===== src/rtl/urv_pipe_pkg.sv =====
// Shared constants for the uRV pipeline-control slice: stage indices and perf counter width.
package urv_pipe_pkg;

  localparam int unsigned STAGE_F = 0;
  localparam int unsigned STAGE_D = 1;
  localparam int unsigned STAGE_X = 2;
  localparam int unsigned STAGE_W = 3;

  localparam int unsigned PERF_CNT_W = 32;

endpackage


===== src/rtl/urv_pipe_shadow.sv =====
// Kill-history shift register: remembers recent branches/flushes so the stages that were
// fetched behind them are killed as they drain. Shifts only when enabled; sync active-low clear.
module urv_pipe_shadow #(
  parameter int unsigned g_depth = 2
) (
  input  logic               clk_i,
  input  logic               rst_n_i,
  input  logic               en_i,
  input  logic               d_i,
  output logic [g_depth-1:0] hist_o
);

  logic [g_depth-1:0] hist_q, hist_d;

  // Next history: shift in d_i when enabled, otherwise hold.
  always_comb begin
    hist_d = hist_q;
    if (en_i) begin
      hist_d[0] = d_i;
      for (int k = 1; k < int'(g_depth); k++) begin
        hist_d[k] = hist_q[k-1];
      end
    end
  end

  // History register with synchronous clear.
  always_ff @(posedge clk_i) begin
    if (!rst_n_i) begin
      hist_q <= '0;
    end else begin
      hist_q <= hist_d;
    end
  end

  assign hist_o = hist_q;

endmodule


===== src/rtl/urv_pipe_ctrl.sv =====
// Pipeline-control unit: per-stage stall aggregation, post-branch kill shadow and full flush.
// Optional performance counters are built only when URV_PIPE_PERF_EN is defined; otherwise
// the perf outputs are tied to zero and perf_clr_i is ignored.
module urv_pipe_ctrl
  import urv_pipe_pkg::*;
#(
  parameter int unsigned                 g_num_stages      = 4,
  parameter int unsigned                 g_bra_stage       = STAGE_X,
  parameter logic [g_num_stages-1:0]     g_self_stall_mask = 4'b1100
) (
  input  logic                    clk_i,
  input  logic                    rst_n_i,
  input  logic [g_num_stages-1:0] stall_req_i,
  input  logic                    bra_i,
  input  logic                    flush_i,
  output logic [g_num_stages-1:0] stall_o,
  output logic [g_num_stages-1:0] kill_o,
  input  logic                    perf_clr_i,
  output logic [PERF_CNT_W-1:0]   perf_stall_o,
  output logic [PERF_CNT_W-1:0]   perf_kill_o,
  output logic [PERF_CNT_W-1:0]   perf_bra_o
);

  localparam int unsigned N = g_num_stages;
  localparam int unsigned B = g_bra_stage;

  logic         redirect;
  logic [B-1:0] hist;

  assign redirect = bra_i | flush_i;

  // A stage stalls when any younger-side (later) stage requests, or itself if masked in.
  for (genvar s = 0; s < N; s++) begin : g_stall
    if (s == N - 1) begin : g_last
      assign stall_o[s] = stall_req_i[s] & g_self_stall_mask[s];
    end else begin : g_mid
      assign stall_o[s] = (|stall_req_i[N-1:s+1]) | (stall_req_i[s] & g_self_stall_mask[s]);
    end
  end

  // History only advances when the resolving stage moves, so a held branch is counted once.
  urv_pipe_shadow #(
    .g_depth (B)
  ) u_shadow (
    .clk_i   (clk_i),
    .rst_n_i (rst_n_i),
    .en_i    (~stall_o[B]),
    .d_i     (redirect),
    .hist_o  (hist)
  );

  // Stages up to B carry wrong-path work; stages past B are only killed by a flush.
  assign kill_o[0] = redirect;
  for (genvar s = 1; s < N; s++) begin : g_kill
    if (s <= B) begin : g_shadow
      assign kill_o[s] = redirect | (|hist[s-1:0]);
    end else begin : g_flush
      assign kill_o[s] = flush_i;
    end
  end

`ifdef URV_PIPE_PERF_EN
  logic [PERF_CNT_W-1:0] perf_stall_q, perf_stall_d;
  logic [PERF_CNT_W-1:0] perf_kill_q, perf_kill_d;
  logic [PERF_CNT_W-1:0] perf_bra_q, perf_bra_d;

  // Counter next-state: clear dominates, otherwise +1 per qualifying cycle (wraps naturally).
  always_comb begin
    perf_stall_d = perf_stall_q;
    perf_kill_d  = perf_kill_q;
    perf_bra_d   = perf_bra_q;
    if (perf_clr_i) begin
      perf_stall_d = '0;
      perf_kill_d  = '0;
      perf_bra_d   = '0;
    end else begin
      if (stall_o[0])          perf_stall_d = perf_stall_q + 1'b1;
      if (|kill_o)             perf_kill_d  = perf_kill_q + 1'b1;
      if (bra_i && !stall_o[B]) perf_bra_d  = perf_bra_q + 1'b1;
    end
  end

  // Counter registers with synchronous reset.
  always_ff @(posedge clk_i) begin
    if (!rst_n_i) begin
      perf_stall_q <= '0;
      perf_kill_q  <= '0;
      perf_bra_q   <= '0;
    end else begin
      perf_stall_q <= perf_stall_d;
      perf_kill_q  <= perf_kill_d;
      perf_bra_q   <= perf_bra_d;
    end
  end

  assign perf_stall_o = perf_stall_q;
  assign perf_kill_o  = perf_kill_q;
  assign perf_bra_o   = perf_bra_q;
`else
  logic unused_perf_clr;
  assign unused_perf_clr = perf_clr_i;

  assign perf_stall_o = '0;
  assign perf_kill_o  = '0;
  assign perf_bra_o   = '0;
`endif

endmodule

===== config.mk =====
export PLATFORM = sky130hd
export DESIGN_NAME = urv_pipe_ctrl
export DESIGN_NICKNAME = d
export VERILOG_FILES = /design/src/rtl/urv_pipe_pkg.sv /design/src/rtl/urv_pipe_shadow.sv /design/src/rtl/urv_pipe_ctrl.sv
export SDC_FILE = /design/constraint.sdc
export NUM_CORES = 1
export LEC_CHECK = 0
export CAP_MARGIN = 20
export CORE_MARGIN = 1.5
export CORE_UTILIZATION = 26
export CTS_CLUSTER_DIAMETER = 50
export DETAILED_ROUTE_END_ITERATION = 8
export PLACE_DENSITY_LB_ADDON = 0.25
export SKIP_CTS_REPAIR_TIMING = 1
export SYNTH_ARGS = -nofsm -noshare
export SYNTH_HDL_FRONTEND = slang
export SYNTH_SLANG_ARGS = --single-unit
export TNS_END_PERCENT = 30

===== constraint.sdc =====
create_clock -name clk_i -period 1.05 [get_ports clk_i]
set_input_delay 0.21 -clock clk_i [delete_from_list [all_inputs] [get_ports clk_i]]
set_output_delay 0.21 -clock clk_i [all_outputs]
set_load 0.05 [all_outputs]

After elaboration in Yosys (flattened, before gate mapping)
Cells that the tools add are included.

Output and inout port bits: 104. Input port bits: 9. Logic and storage cells: 8. Bits in read-only memories: 0. Memory bits (writable): 0. Memories: 0. Flip-flop bits (word level): 2. Bits in latches: 0.

Mux-type cells: 0. Reduce and logical (&&, ||, !) cells: 3. Magnitude comparators: 0. Bitwise logic cells: 4. Multipliers: 0. $add $sub $neg: 0. Equality and inequality tests: 0. Shifts and indexed selects: 0. Div/mod/pow operators: 0.

Operators by type and width (count): $or 1x1->1 (4); $reduce_or 2->1 (2); $reduce_or 3->1 (1).

Longest topological paths before layout
Depth in word-level cells: 2. Gate-level depth with buffers: 2.

Hierarchy
Synthesis repeated with hierarchy kept, for this count alone.

Cells, all modules: 113. Area, all modules: 863.3 um^2.

Modules (own cells, without submodules): urv_pipe_ctrl (area each 790.8 um^2, times used 1, cells each 107); urv_pipe_shadow (area each 72.6 um^2, times used 1, cells each 6).

Worst setup path after synthesis
No wires, ideal clock.

Kind: input port to output port. From: input port flush_i. To: output port kill_o[2]. Required time: 0.840 ns. Stages: 2. Arrival time: 0.972 ns. Path slack: -0.132 ns. Cell sequence: or2_4 -> or3_1.

Longest elaborated chain between the ends: 2.

RTL lines: start: declaration (line urv_pipe_ctrl.sv:15) `input logic flush_i,`; $or 1x1->1 (line urv_pipe_ctrl.sv:30) `assign redirect = bra_i | flush_i;`; $or 1x1->1 (line urv_pipe_ctrl.sv:56) `assign kill_o[s] = redirect | (|hist[s-1:0]);`; end: declaration (line urv_pipe_ctrl.sv:17) `output logic [g_num_stages-1:0] kill_o,`.

Every way passes these cells.

Worst setup path after layout
From: input port bra_i. To: output port kill_o[2].

Longest elaborated chain between the ends: 2.

RTL lines: start: declaration (line urv_pipe_ctrl.sv:14) `input logic bra_i,`; $or 1x1->1 (line urv_pipe_ctrl.sv:30); $or 1x1->1 (line urv_pipe_ctrl.sv:56).

Every way passes these cells.

==> impl_metrics.py <==
metrics = {
    "outcome": {
        "status": "finished with violations",
        "failed_checks": "negative setup slack",
    },
    "global_route": {
        "first_global_vias": 212,
        "grt_start_max_net_pins": 5,
        "grt_usage_pct": 3.48,
        "grt-ovfl-total": 0,
        "grt_pass1_wl_um": 897,
        "antenna_found_initial": 0,
    },
    "logic_synthesis": {
        "yosysTopAreaCellShare_pct": 86.5,
        "yosysSeqAreaShare_pct": 4.61,
        "syn-instance-count": 113,
        "synth-main-ff-cell": "dfxtp_1",
        "synth_edf_count": 0,
        "netlist_top_cells_area": "buf_4, dfxtp_1, or3_1, o211a_1, or2_4",
        "ys_ff_latch": 2,
        "synth_commonest_cells": "buf_4, dfxtp_1, or3_1",
        "yosys.cell_count.top_type": "buf_4",
        "async_flop_share_pct": 0,
        "synth_top_cell_by_area": "buf_4",
        "ys_warn_count": 0,
        "avgSynthCellArea_sq_um": 7.68,
        "syn-cell-area_sq_um": 868,
        "synthDistinctLibCells": 12,
    },
    "drt": {
        "avgViaCountPerCell": 2.41,
        "drc": 0,
        "vias": 424,
        "avgRoutedWirePerCell_um": 5.30,
        "drt_wl_total_um": 933,
        "drt-initial-drc-count": 6,
        "detail_route.first_pass.iterations": 3,
        "ant_nets": 0,
    },
    "place": {
        "hpwlAfterDp_um": 846,
        "gp_congestion": 0.560,
        "placed_cells": 172,
        "io_buffers": 14,
    },
    "setup_path": {
        "cp-end-kind": "primary output",
        "path_cells": "buf_6 -> or2_4 -> or3_4 -> buf_8",
        "path_class": "input port to primary output",
        "worst-path-buf-inv": 2,
        "cp-start-kind": "input port",
        "crit_family": "simple AND/OR/NAND/NOR gates",
        "slowest_stage": "or3_4",
        "cp_data_arrival_time_ps": 1090,
        "cpPeakStageDelay_ps": 390,
        "critPathMaxFanout": 2,
        "crit_required_ps": 840,
    },
    "sta": {
        "finalCriticalPeriod_ps": 1300,
        "rsz0062_at_grt": "yes",
        "setup_violations": 3,
        "max_freq_mhz": 769,
        "fin_crit_sh_pct": 124,
        "maxSlewViolCount": 0,
        "skew_ps": 2.37,
        "setup_slack_ps": -250,
        "hold_viol_final": 0,
    },
    "cts": {
        "cts_inserted_buffers": 3,
        "clk_latency_ps": 220,
        "cts_tree": "done",
        "cts_max_path_buffers": 2,
        "htreeDepth": 1,
        "clock-root-buffer": "clkbuf_4",
        "clock-sinks": 2,
        "clk_pin_slew_worst_paths_ps": 30,
    },
    "floorplanning": {
        "dieArea_sq_mm": 0.00370,
        "fp.dieH_um": 60.8,
        "coreArea_sq_mm": 0.00310,
        "num_io_pins": 113,
        "die_w_um": 60.8,
        "rows": 20,
        "start_util_pct": 28.0,
    },
    "power_and_ir_drop": {
        "vdd_drop_max_mv": 0.354,
        "leakage_nw": 0.507,
        "power_w": 0.00120,
        "power_density_mw_per_mm2": 1460,
    },
    "cells_and_area": {
        "largest_reg_flops": 2,
        "area_delta_synth_final_pct": -5.62,
        "layout.nets": 143,
        "utilization_pct": 26.4,
        "layout-drive-gt1-share_pct": 22.0,
        "stdcell_count": 176,
        "diodes": 0,
    },
    "flow_run": {
        "cap_violations": 0,
    },
    "hold_path": {
        "hold_class": "input port to register",
    },
}
==> worst paths after layout <==
check | to | cells past startpoint | startpoint | slack, ps
min reg2reg | u_shadow.hist_o[1]$_SDFFE_PN0N_ | 2 | u_shadow.hist_o[1]$_SDFFE_PN0N_ | 510
max reg2reg | u_shadow.hist_o[1]$_SDFFE_PN0N_ | 3 | u_shadow.hist_o[0]$_SDFFE_PN0N_ | 80
max | kill_o[2] | 4 | bra_i | -250
min | u_shadow.hist_o[1]$_SDFFE_PN0N_ | 4 | stall_req_i[2] | 400
==> tightest hold or removal path, cell delays in order <==
cell and delay, ps:
clkbuf_2 100, buf_4 110, or3b_1 100, a21boi_2 50
==> placed cells by master (no fill, tap or decap) <==
cell	instances
dfxtp_2	1
buf_4	7
conb_1	96
o211a_1	1
or3_4	3
o21ai_0	1
buf_8	4
o21bai_1	1
clkdlybuf4s50_1	1
clkbuf_4	3
buf_12	5
or2_4	1
dfxtp_1	1
buf_6	1
or2_1	1
a21boi_2	1
clkbuf_2	3
or3b_1	1
==> cell type report <==
class | instances | area (sq um)
fillers | 343 | 2280
multi-input cells | 106 | 452
repair buffers | 21 | 249
well taps | 44 | 55.1
flip-flops and latches | 2 | 41.3
clock buffers | 3 | 22.5
==> per-stage QoR <==
stage,setup TNS (ps),area (sq um),hold WS (ps),worst slack (ps)
after floorplan,-95.9,1230,343,-71.8
after global placement,-3390,766,478,-562
after detailed placement,-3410,766,493,-559
after CTS,-2990,788,498,-559
after global routing,-511,820,415,-265
final,-441,820,399,-250
==> power by group <==
part	switching, W	internal, W
clock network	0.0000414	0.000126
logic	0.000841	0.000104
registers	0.00000244	0.0000809
==> per-layer routing <==
metal  wire, um  vias to the layer above  global-route usage [%]
met5          0                        -                       0
met1        235                      176                    3.17
met3        180                        0                    1.49
li1           -                      189                       -
met4          0                        0                    3.73
met2        518                       59                    5.53
==> cells by family (layout without fill, tap and decap cells) <==
kind of cell | after synthesis | count (layout) | share of synthesized area, %
flip-flops | 2 | 2 | 4.61
other | 1 | 96 | 0.432
AO/OA/AOI/OAI | 4 | 4 | 3.46
AND/OR/NAND/NOR | 6 | 6 | 5.04
buffers and inverters | 100 | 24 | 86.5
Power figures use the tool's default switching activity.
